--- src/rtl/multicycle_control_if.sv ---
// Control bundle between the multicycle LEGv8 main FSM and its datapath.
// master = control FSM side, slave = datapath side.
interface multicycle_control_if #(
    parameter int CNT_W = 16
);
    logic [10:0]      Opcode;
    logic             MemReady;
    logic [1:0]       ALUop;
    logic             ALUSrcA;
    logic [1:0]       ALUSrcB;
    logic             Reg2Loc;
    logic             PCWrite;
    logic             PCWriteCond;
    logic             PCSource;
    logic             IRWrite;
    logic             MemRead;
    logic             MemWrite;
    logic             RegWrite;
    logic             MemToReg;
    logic [3:0]       State;
    logic             IllegalOp;
    logic             MemFault;
    logic [CNT_W-1:0] InstrCount;

    modport master (
        input  Opcode, MemReady,
        output ALUop, ALUSrcA, ALUSrcB, Reg2Loc, PCWrite, PCWriteCond, PCSource,
               IRWrite, MemRead, MemWrite, RegWrite, MemToReg, State,
               IllegalOp, MemFault, InstrCount
    );

    modport slave (
        output Opcode, MemReady,
        input  ALUop, ALUSrcA, ALUSrcB, Reg2Loc, PCWrite, PCWriteCond, PCSource,
               IRWrite, MemRead, MemWrite, RegWrite, MemToReg, State,
               IllegalOp, MemFault, InstrCount
    );
endinterface

--- src/rtl/multicycle_control.sv ---
// Moore main-control FSM for the multicycle LEGv8 datapath: decode, sequencing,
// memory-ready wait with timeout, and retired-instruction counting.
module multicycle_control #(
    parameter int TIMEOUT = 15,
    parameter int CNT_W   = 16
) (
    input  logic                 CLK,
    input  logic                 Reset,
    multicycle_control_if.master bus
);
    localparam logic [3:0] S_FETCH     = 4'd0;
    localparam logic [3:0] S_DECODE    = 4'd1;
    localparam logic [3:0] S_EXEC_R    = 4'd2;
    localparam logic [3:0] S_MEM_ADDR  = 4'd3;
    localparam logic [3:0] S_MEM_READ  = 4'd4;
    localparam logic [3:0] S_MEM_WRITE = 4'd5;
    localparam logic [3:0] S_WB_ALU    = 4'd6;
    localparam logic [3:0] S_WB_MEM    = 4'd7;
    localparam logic [3:0] S_BR_CBZ    = 4'd8;
    localparam logic [3:0] S_BR_B      = 4'd9;

    localparam logic [10:0] OP_ADD  = 11'b10001011000;
    localparam logic [10:0] OP_SUB  = 11'b11001011000;
    localparam logic [10:0] OP_AND  = 11'b10001010000;
    localparam logic [10:0] OP_ORR  = 11'b10101010000;
    localparam logic [10:0] OP_LDUR = 11'b11111000010;
    localparam logic [10:0] OP_STUR = 11'b11111000000;

    localparam int               WAIT_W    = (TIMEOUT > 1) ? $clog2(TIMEOUT) : 1;
    localparam logic [WAIT_W-1:0] WAIT_LAST = WAIT_W'(TIMEOUT - 1);

    logic [3:0]        state_q,   state_d;
    logic [10:0]       op_q,      op_d;
    logic [WAIT_W-1:0] wait_q,    wait_d;
    logic [CNT_W-1:0]  count_q,   count_d;
    logic              illegal_q, illegal_d;
    logic              fault_q,   fault_d;

    function automatic logic [3:0] decode_next(input logic [10:0] op);
        if (op == OP_ADD || op == OP_SUB || op == OP_AND || op == OP_ORR)
            return S_EXEC_R;
        else if (op == OP_LDUR || op == OP_STUR)
            return S_MEM_ADDR;
        else if (op[10:3] == 8'b10110100)
            return S_BR_CBZ;
        else if (op[10:5] == 6'b000101)
            return S_BR_B;
        else
            return S_FETCH;
    endfunction

    always_comb begin
        state_d   = state_q;
        op_d      = op_q;
        wait_d    = wait_q;
        count_d   = count_q;
        illegal_d = 1'b0;
        fault_d   = 1'b0;
        case (state_q)
            S_FETCH:  state_d = S_DECODE;
            S_DECODE: begin
                op_d      = bus.Opcode;
                state_d   = decode_next(bus.Opcode);
                illegal_d = (decode_next(bus.Opcode) == S_FETCH);
            end
            S_EXEC_R: state_d = S_WB_ALU;
            S_MEM_ADDR: begin
                wait_d  = '0;
                state_d = (op_q == OP_LDUR) ? S_MEM_READ : S_MEM_WRITE;
            end
            S_MEM_READ, S_MEM_WRITE: begin
                // A ready on the final allowed cycle still completes normally.
                if (bus.MemReady) begin
                    if (state_q == S_MEM_READ) begin
                        state_d = S_WB_MEM;
                    end else begin
                        state_d = S_FETCH;
                        count_d = count_q + 1'b1;
                    end
                end else if (wait_q == WAIT_LAST) begin
                    state_d = S_FETCH;
                    fault_d = 1'b1;
                end else begin
                    wait_d = wait_q + 1'b1;
                end
            end
            S_WB_ALU, S_WB_MEM, S_BR_CBZ, S_BR_B: begin
                state_d = S_FETCH;
                count_d = count_q + 1'b1;
            end
            default: state_d = S_FETCH;
        endcase
    end

    always_ff @(posedge CLK) begin
        if (Reset) begin
            state_q   <= S_FETCH;
            op_q      <= '0;
            wait_q    <= '0;
            count_q   <= '0;
            illegal_q <= 1'b0;
            fault_q   <= 1'b0;
        end else begin
            state_q   <= state_d;
            op_q      <= op_d;
            wait_q    <= wait_d;
            count_q   <= count_d;
            illegal_q <= illegal_d;
            fault_q   <= fault_d;
        end
    end

    always_comb begin
        bus.ALUop       = 2'b00;
        bus.ALUSrcA     = 1'b0;
        bus.ALUSrcB     = 2'b00;
        bus.Reg2Loc     = 1'b0;
        bus.PCWrite     = 1'b0;
        bus.PCWriteCond = 1'b0;
        bus.PCSource    = 1'b0;
        bus.IRWrite     = 1'b0;
        bus.MemRead     = 1'b0;
        bus.MemWrite    = 1'b0;
        bus.RegWrite    = 1'b0;
        bus.MemToReg    = 1'b0;
        case (state_q)
            S_FETCH: begin
                bus.MemRead = 1'b1;
                bus.IRWrite = 1'b1;
                bus.PCWrite = 1'b1;
                bus.ALUSrcB = 2'b01;
            end
            S_DECODE: bus.ALUSrcB = 2'b11;
            S_EXEC_R: begin
                bus.ALUSrcA = 1'b1;
                bus.ALUop   = 2'b10;
            end
            S_MEM_ADDR: begin
                bus.ALUSrcA = 1'b1;
                bus.ALUSrcB = 2'b10;
                bus.Reg2Loc = 1'b1;
            end
            S_MEM_READ: bus.MemRead = 1'b1;
            S_MEM_WRITE: begin
                bus.MemWrite = 1'b1;
                bus.Reg2Loc  = 1'b1;
            end
            S_WB_ALU: bus.RegWrite = 1'b1;
            S_WB_MEM: begin
                bus.RegWrite = 1'b1;
                bus.MemToReg = 1'b1;
            end
            S_BR_CBZ: begin
                bus.ALUSrcA     = 1'b1;
                bus.ALUop       = 2'b01;
                bus.Reg2Loc     = 1'b1;
                bus.PCWriteCond = 1'b1;
                bus.PCSource    = 1'b1;
            end
            S_BR_B: begin
                bus.PCWrite  = 1'b1;
                bus.PCSource = 1'b1;
            end
            default: ;
        endcase
        // Architectural-state writers are held off for the whole reset interval.
        if (Reset) begin
            bus.PCWrite     = 1'b0;
            bus.PCWriteCond = 1'b0;
            bus.IRWrite     = 1'b0;
            bus.MemRead     = 1'b0;
            bus.MemWrite    = 1'b0;
            bus.RegWrite    = 1'b0;
        end
    end

    assign bus.State      = state_q;
    assign bus.IllegalOp  = illegal_q;
    assign bus.MemFault   = fault_q;
    assign bus.InstrCount = count_q;

endmodule

--- src/flat_wrapper.sv ---
// flat-port wrapper written by rule: the top's interface ports become plain ports
module multicycle_control_flat 
#(
    parameter int TIMEOUT = 15,
    parameter int CNT_W   = 16
)
  (CLK, Reset, bus_Opcode, bus_MemReady, bus_ALUop, bus_ALUSrcA, bus_ALUSrcB, bus_Reg2Loc, bus_PCWrite, bus_PCWriteCond, bus_PCSource, bus_IRWrite, bus_MemRead, bus_MemWrite, bus_RegWrite, bus_MemToReg, bus_State, bus_IllegalOp, bus_MemFault, bus_InstrCount);
  multicycle_control_if #(.CNT_W(CNT_W)) bus_i ();
  input  logic CLK;
  input  logic Reset;
  input wire logic [$bits(bus_i.Opcode)-1:0] bus_Opcode;
  input wire logic [$bits(bus_i.MemReady)-1:0] bus_MemReady;
  output wire logic [$bits(bus_i.ALUop)-1:0] bus_ALUop;
  output wire logic [$bits(bus_i.ALUSrcA)-1:0] bus_ALUSrcA;
  output wire logic [$bits(bus_i.ALUSrcB)-1:0] bus_ALUSrcB;
  output wire logic [$bits(bus_i.Reg2Loc)-1:0] bus_Reg2Loc;
  output wire logic [$bits(bus_i.PCWrite)-1:0] bus_PCWrite;
  output wire logic [$bits(bus_i.PCWriteCond)-1:0] bus_PCWriteCond;
  output wire logic [$bits(bus_i.PCSource)-1:0] bus_PCSource;
  output wire logic [$bits(bus_i.IRWrite)-1:0] bus_IRWrite;
  output wire logic [$bits(bus_i.MemRead)-1:0] bus_MemRead;
  output wire logic [$bits(bus_i.MemWrite)-1:0] bus_MemWrite;
  output wire logic [$bits(bus_i.RegWrite)-1:0] bus_RegWrite;
  output wire logic [$bits(bus_i.MemToReg)-1:0] bus_MemToReg;
  output wire logic [$bits(bus_i.State)-1:0] bus_State;
  output wire logic [$bits(bus_i.IllegalOp)-1:0] bus_IllegalOp;
  output wire logic [$bits(bus_i.MemFault)-1:0] bus_MemFault;
  output wire logic [$bits(bus_i.InstrCount)-1:0] bus_InstrCount;
  assign bus_i.Opcode = bus_Opcode;
  assign bus_i.MemReady = bus_MemReady;
  assign bus_ALUop = bus_i.ALUop;
  assign bus_ALUSrcA = bus_i.ALUSrcA;
  assign bus_ALUSrcB = bus_i.ALUSrcB;
  assign bus_Reg2Loc = bus_i.Reg2Loc;
  assign bus_PCWrite = bus_i.PCWrite;
  assign bus_PCWriteCond = bus_i.PCWriteCond;
  assign bus_PCSource = bus_i.PCSource;
  assign bus_IRWrite = bus_i.IRWrite;
  assign bus_MemRead = bus_i.MemRead;
  assign bus_MemWrite = bus_i.MemWrite;
  assign bus_RegWrite = bus_i.RegWrite;
  assign bus_MemToReg = bus_i.MemToReg;
  assign bus_State = bus_i.State;
  assign bus_IllegalOp = bus_i.IllegalOp;
  assign bus_MemFault = bus_i.MemFault;
  assign bus_InstrCount = bus_i.InstrCount;
  multicycle_control #(.TIMEOUT(TIMEOUT), .CNT_W(CNT_W)) u_core (.CLK(CLK), .Reset(Reset), .bus(bus_i));
endmodule
--- config.mk ---
export PLATFORM = sky130hd
export DESIGN_NAME = multicycle_control_flat
export DESIGN_NICKNAME = d
export VERILOG_FILES = /design/src/rtl/multicycle_control_if.sv /design/src/rtl/multicycle_control.sv /design/src/flat_wrapper.sv
export SDC_FILE = /design/constraint.sdc
export NUM_CORES = 1
export LEC_CHECK = 0
export ABC_CLOCK_PERIOD_IN_PS = 1400
export BUFFER_PORTS_ARGS = -buffer_cell sky130_fd_sc_hd__buf_2
export CAP_MARGIN = 0
export CORE_ASPECT_RATIO = 0.5
export CORE_MARGIN = 2
export CORE_UTILIZATION = 45
export CTS_CLUSTER_DIAMETER = 50
export CTS_CLUSTER_SIZE = 8
export DETAILED_ROUTE_END_ITERATION = 7
export GPL_TIMING_DRIVEN = 0
export PLACE_DENSITY = 0.75
export SETUP_SLACK_MARGIN = 0.05
export SLEW_MARGIN = 20
export SYNTH_ARGS = -nofsm -noshare
export SYNTH_HDL_FRONTEND = slang
export SYNTH_SLANG_ARGS = --single-unit
--- constraint.sdc ---
create_clock -name CLK -period 1.4 [get_ports CLK]
set_input_delay 0.28 -clock CLK [delete_from_list [all_inputs] [get_ports CLK]]
set_output_delay 0.28 -clock CLK [all_outputs]
set_load 0.01 [all_outputs]
Yosys cells after proc, flatten, opt, wreduce, memory -nomap -nowiden. Cells that the tools add are included.

Bits of input ports: 14. Register bits after elaboration: 37. Word-level logic and storage cells: 89. Output and inout bits: 36.

Muxes and demuxes: 35. Reductions and logical operators: 20. Add/sub/neg operators: 2. Eq/ne operators: 24. Bitwise operators: 2.

Operators with widths (count): == test 11 bit, second input constant (7); two-way mux 4 bit (9); two-way mux 16 bit (2); case mux 16 bit (2 select lines) (1); case mux 4 bit (5 select lines) (1); two-way mux 1 bit (18); adder 16 x 1 -> 16 bit, second input constant (1); == test 4 x 3 -> 1 bit, second input constant (4); == test 4 bit, second input constant (3); OR reduction 2 bit (6); OR reduction 3 bit (3); == test 4 x 2 -> 1 bit, second input constant (2); == test 8 bit, second input constant (1); logical NOT 4 bit (2); != test 2 bit, second input constant (4); case mux 4 bit (2 select lines) (1); == test 6 x 3 -> 1 bit, second input constant (1); case mux 2 bit (3 select lines) (1); AND reduction 3 bit (2); adder 4 x 1 -> 4 bit, second input constant (1); == test 4 x 1 -> 1 bit, second input constant (1); logical OR 1 bit (4); case mux 2 bit (2 select lines) (1); nonzero test 2 bit (2); other kinds (4) (5).

Depth between registers and ports, before layout.
Word-level depth: 7. Mapped depth: 6. Depth with buffers taken out: 6.

Worst setup path after synthesis. Ideal clock, no wire load.

Kind: register to output. Start: reg u_core.state_q[1], in the netlist u_core.bus.State[1]. End: out bus_IRWrite. Path slack: -0.297 ns. Required time: 1.120 ns. Data arrival time: 1.417 ns. Stages on the path, launching flop included: 5. Cell sequence: dfxtp_1 > buf_6 > clkbuf_1 > nor4_1 > and2_1.

Cells in the longest elaborated chain, start to end: 3.

RTL lines: start, declared (line multicycle_control.sv:32) `logic [3:0] state_q, state_d;`; start signal, assigned (line multicycle_control.sv:104) `state_q <= state_d;`; logical NOT 4 bit (line multicycle_control.sv:126) `case (state_q)`; two-way mux 1 bit (line multicycle_control.sv:126); two-way mux 1 bit (line multicycle_control.sv:167) `if (Reset) begin`; end, declared (line flat_wrapper.sv:20) `output wire logic [$bits(bus_i.IRWrite)-1:0] bus_IRWrite;`.

Every way passes these cells.

Worst setup path in the final report.
Start: reg u_core.state_q[1], in the netlist u_core.bus.State[1]. End: reg u_core.count_q[7], in the netlist u_core.bus.InstrCount[7].

Cells in the longest elaborated chain, start to end: 4.

RTL lines: == test 4 x 3 -> 1 bit (tied with other cells) (line multicycle_control.sv:59) `case (state_q)`; OR reduction 2 bit or OR reduction 4 bit (tied branches) (line multicycle_control.sv:59); != test 2 bit (no source line) or nonzero test 2 bit (tied branches); AND reduction 3 bit (no source line); end signal, assigned (line multicycle_control.sv:107) `count_q <= count_d;`; end, declared (line multicycle_control.sv:35) `logic [CNT_W-1:0] count_q, count_d;`.

Several ways; a longest one is shown, not always the timed one. A chain may end at the register's enable or synchronous reset.

==> flow_summary.toml <==
[drt]
viasPerCell = 6.69
wl_per_cell_um = 22.6
drc = 0
num_vias = 2641
dr.pass1.iters = 7
drt_iter0_markers = 242
wl_um = 8940
postRouteAntennaNets = 0

[die]
rows = 16
start_util = 0.488
num_io_pins = 50
dieHeight_um = 50.8
dieArea_um2 = 4960
core-area_um2 = 4040
fp.dieW_um = 97.6

[sta]
fin_ws_ns = -0.453
skew_ns = 0.0115
period_minus_slack_ns = 1.85
setup_viol = 51
slew_headroom = 0.506
hold_slack_ns = 0.266
fmax_ghz = 0.540
fin_crit_sh = 1.32
worst_slew_pin_slew_ns = 0.741
hold_violations = 0
fin_setup_tns_ns = -13.13
finalMaxSlewViolations = 0
rsz0062_at_grt = "true"

[synthesis]
netlist_top_cells_count = "dfxtp_1, nand2_1, a21oi_1"
yosysMostFrequentCell = "dfxtp_1"
yosysTopAreaCell = "dfxtp_1"
syn_nets = 262
synth_top_area_frac = 0.375
synth_edf_count = 0
avgSynthCellArea_um2 = 8.05
ys_types = 50
yosysWarningCount = 0
async_flop_share = 0
syn_area_um2 = 1970
synthTopCellsByArea = "dfxtp_1, a21oi_1, nand2_1"
synth_flop_cell = "dfxtp_1"
synth.ff_latch_count = 37
yosysSeqAreaShare = 0.375
syn_inst = 245

[power]
vdd_drop_max_mv = 0.523
power_switching_uw = 622
p_comb_frac = 0.148
p_per_area_nw_per_um2 = 687
p_leak_nw = 1.32
p_int_mw = 1.61
switching_share = 0.279
clkPwrFrac = 0.366
total_power_mw = 2.23
seqPwrFrac = 0.486

[clock_tree]
clk-insertion-delay-late_ns = 0.30
holdBufCountCts = 0
cts-root-buf = "clkbuf_8"
path_clk_slew_ns = 0.08
clockBufferDepth = 2
h-tree-depth = 2
cts_tree = "built"
cts_buffers = 5
clkSinkCount = 37

[setup_path]
cp_slowest_cell = "or4_4"
worstSetupEndpointType = "flop"
arrival_ns = 2.07
slowest_delay_ns = 0.56
cp_top_family = "compound AO/OA/AOI/OAI gates"
path_cells = "buf_6 > a21o_1 > a31oi_4 > or4_4 > a21oi_1"
r2r_setup_slack_ns = -0.45
critPathKind = "flop to flop"
crit_path_max_fanout = 5
cp_num_buf_inv = 1
cp.required_ns = 1.61
start_kind = "flop"

[placement]
dpl.hpwl_um = 3740
numPortBuffers = 49
globalplace.congestion = 0.879
dpl_cell_area_um2 = 2350

[global_routing]
grt_overflow = 0
grtUsageTotal = 0.287
grt_pass1_vias = 2161
grt_max_degree = 12
grt_pass1_wl_um = 11100
grt_use_met1 = 0.355
antenna_found_initial = 0
busiest_layer = "met2"
grtUsageMet3 = 0.0602
met2_usage = 0.489

[layout]
num-fill-cells = 213
drive_gt1_frac = 0.557
antennaDiodeCount = 0
fin_util = 0.804
syn2layout_area_growth_pct = 64.7
finalInstanceArea_um2 = 3250
final_nets = 357

[flow_run]
maxCapViolCount = 0

[run_status]
status = "complete, but fails checks"
violations = "negative setup slack"

[hold_path]
hold_path_class = "primary input to flop"
==> placed cells by master (no fill, tap or decap), types with 3 or more instances in the layout <==
master	count
buf_2	47
dfxtp_1	26
buf_6	25
buf_4	22
nand2_1	18
a21oi_1	15
a21oi_2	14
nand2_2	11
o21ai_0	10
nor2_1	9
nand3_1	8
inv_1	6
or3_1	6
clkbuf_8	6
dfxtp_2	6
clkbuf_1	5
o31ai_1	5
dfxtp_4	5
nor3_4	4
nor2_4	4
nand4_1	4
or4_1	4
nor4bb_1	4
buf_8	3
and4_1	3
or4_4	3
==> state kept, by name (all words and copies together) (netlist names) <==
name                   count
u_core.bus.MemFault        1
u_core.wait_q              4
u_core.bus.InstrCount     16
u_core.bus.IllegalOp       1
u_core.bus.State           4
u_core.op_q               11
==> logic make-up after synthesis <==
family / after synthesis / synth area share
compound gates: 63 / 0.192
xor+xnor: 1 / 0.00444
fa+ha+maj: 3 / 0.0190
buf+inv: 25 / 0.0609
flops: 37 / 0.375
mux: 4 / 0.0216
simple gates: 112 / 0.327
==> per-stage QoR <==
step	setup slack, ns	std cells
3_3_place_gp	-0.429	348
5_1_grt	-0.469	395
2_1_floorplan	-0.117	245
4_1_cts	-0.352	379
3_5_place_dp	-0.429	348
6_report	-0.453	395
==> worst register-to-register path: cells and delay by family, from the launching register on <==
family                 cells  cell delay [ns]
buffers and inverters      1             0.15
DFF                        1             0.37
AOI/OAI and AO/OA          3             0.70
and+or+nand+nor            1             0.56
==> metal layers <==
metal,wire length (µm),vias to the layer above
li1,-,1089
met1,3360,1215
met2,3920,250
met3,953,87
met4,700,0
met5,0,-
==> path summary, 6_finish.rpt <==
| kind | end | from | cells after the start |
|---|---|---|---|
| setup / recovery | u_core.bus.InstrCount[7]$_SDFFE_PP0P_ | u_core.bus.State[1]$_SDFFE_PP0P_ | 5 |
| hold / removal | u_core.op_q[2]$_SDFFE_PP0P_ | bus_Opcode[2] | 3 |
| setup reg to reg | u_core.bus.InstrCount[7]$_SDFFE_PP0P_ | u_core.bus.State[1]$_SDFFE_PP0P_ | 5 |
| hold reg to reg | u_core.op_q[8]$_SDFFE_PP0P_ | u_core.op_q[8]$_SDFFE_PP0P_ | 2 |
==> layout make-up <==
class / count / area (µm²) / area share
buffer: 16 / 163 / 0.0501
clock buffer: 8 / 90.1 / 0.0277
inverter: 8 / 40.0 / 0.0123
multi-input combinational: 184 / 1490 / 0.458
sequential: 37 / 767 / 0.236
tap: 54 / 67.6 / 0.0208
timing repair buffer: 88 / 633 / 0.195
==> what timing repair did <==
item | CTS | global route
endpoints found under the hold margin | 0 | 0
gates resized for setup | 83 | 46
pin swaps | 26 | 18
setup endpoints to repair | 50 | 50
cloned | 4 | 1
setup buffers | 20 | 17
==> power groups by stage <==
stage	registers, mW	clock network [mW]	logic, mW
after CTS	1.08	0.792	0.264
after global placement	1.11	0	0.190
after detailed placement	1.11	0	0.192
after floorplan	1.11	0	0.119
after global routing	1.09	0.852	0.340
final	1.08	0.816	0.331
Note: power is estimated with default switching activity, not from simulation.
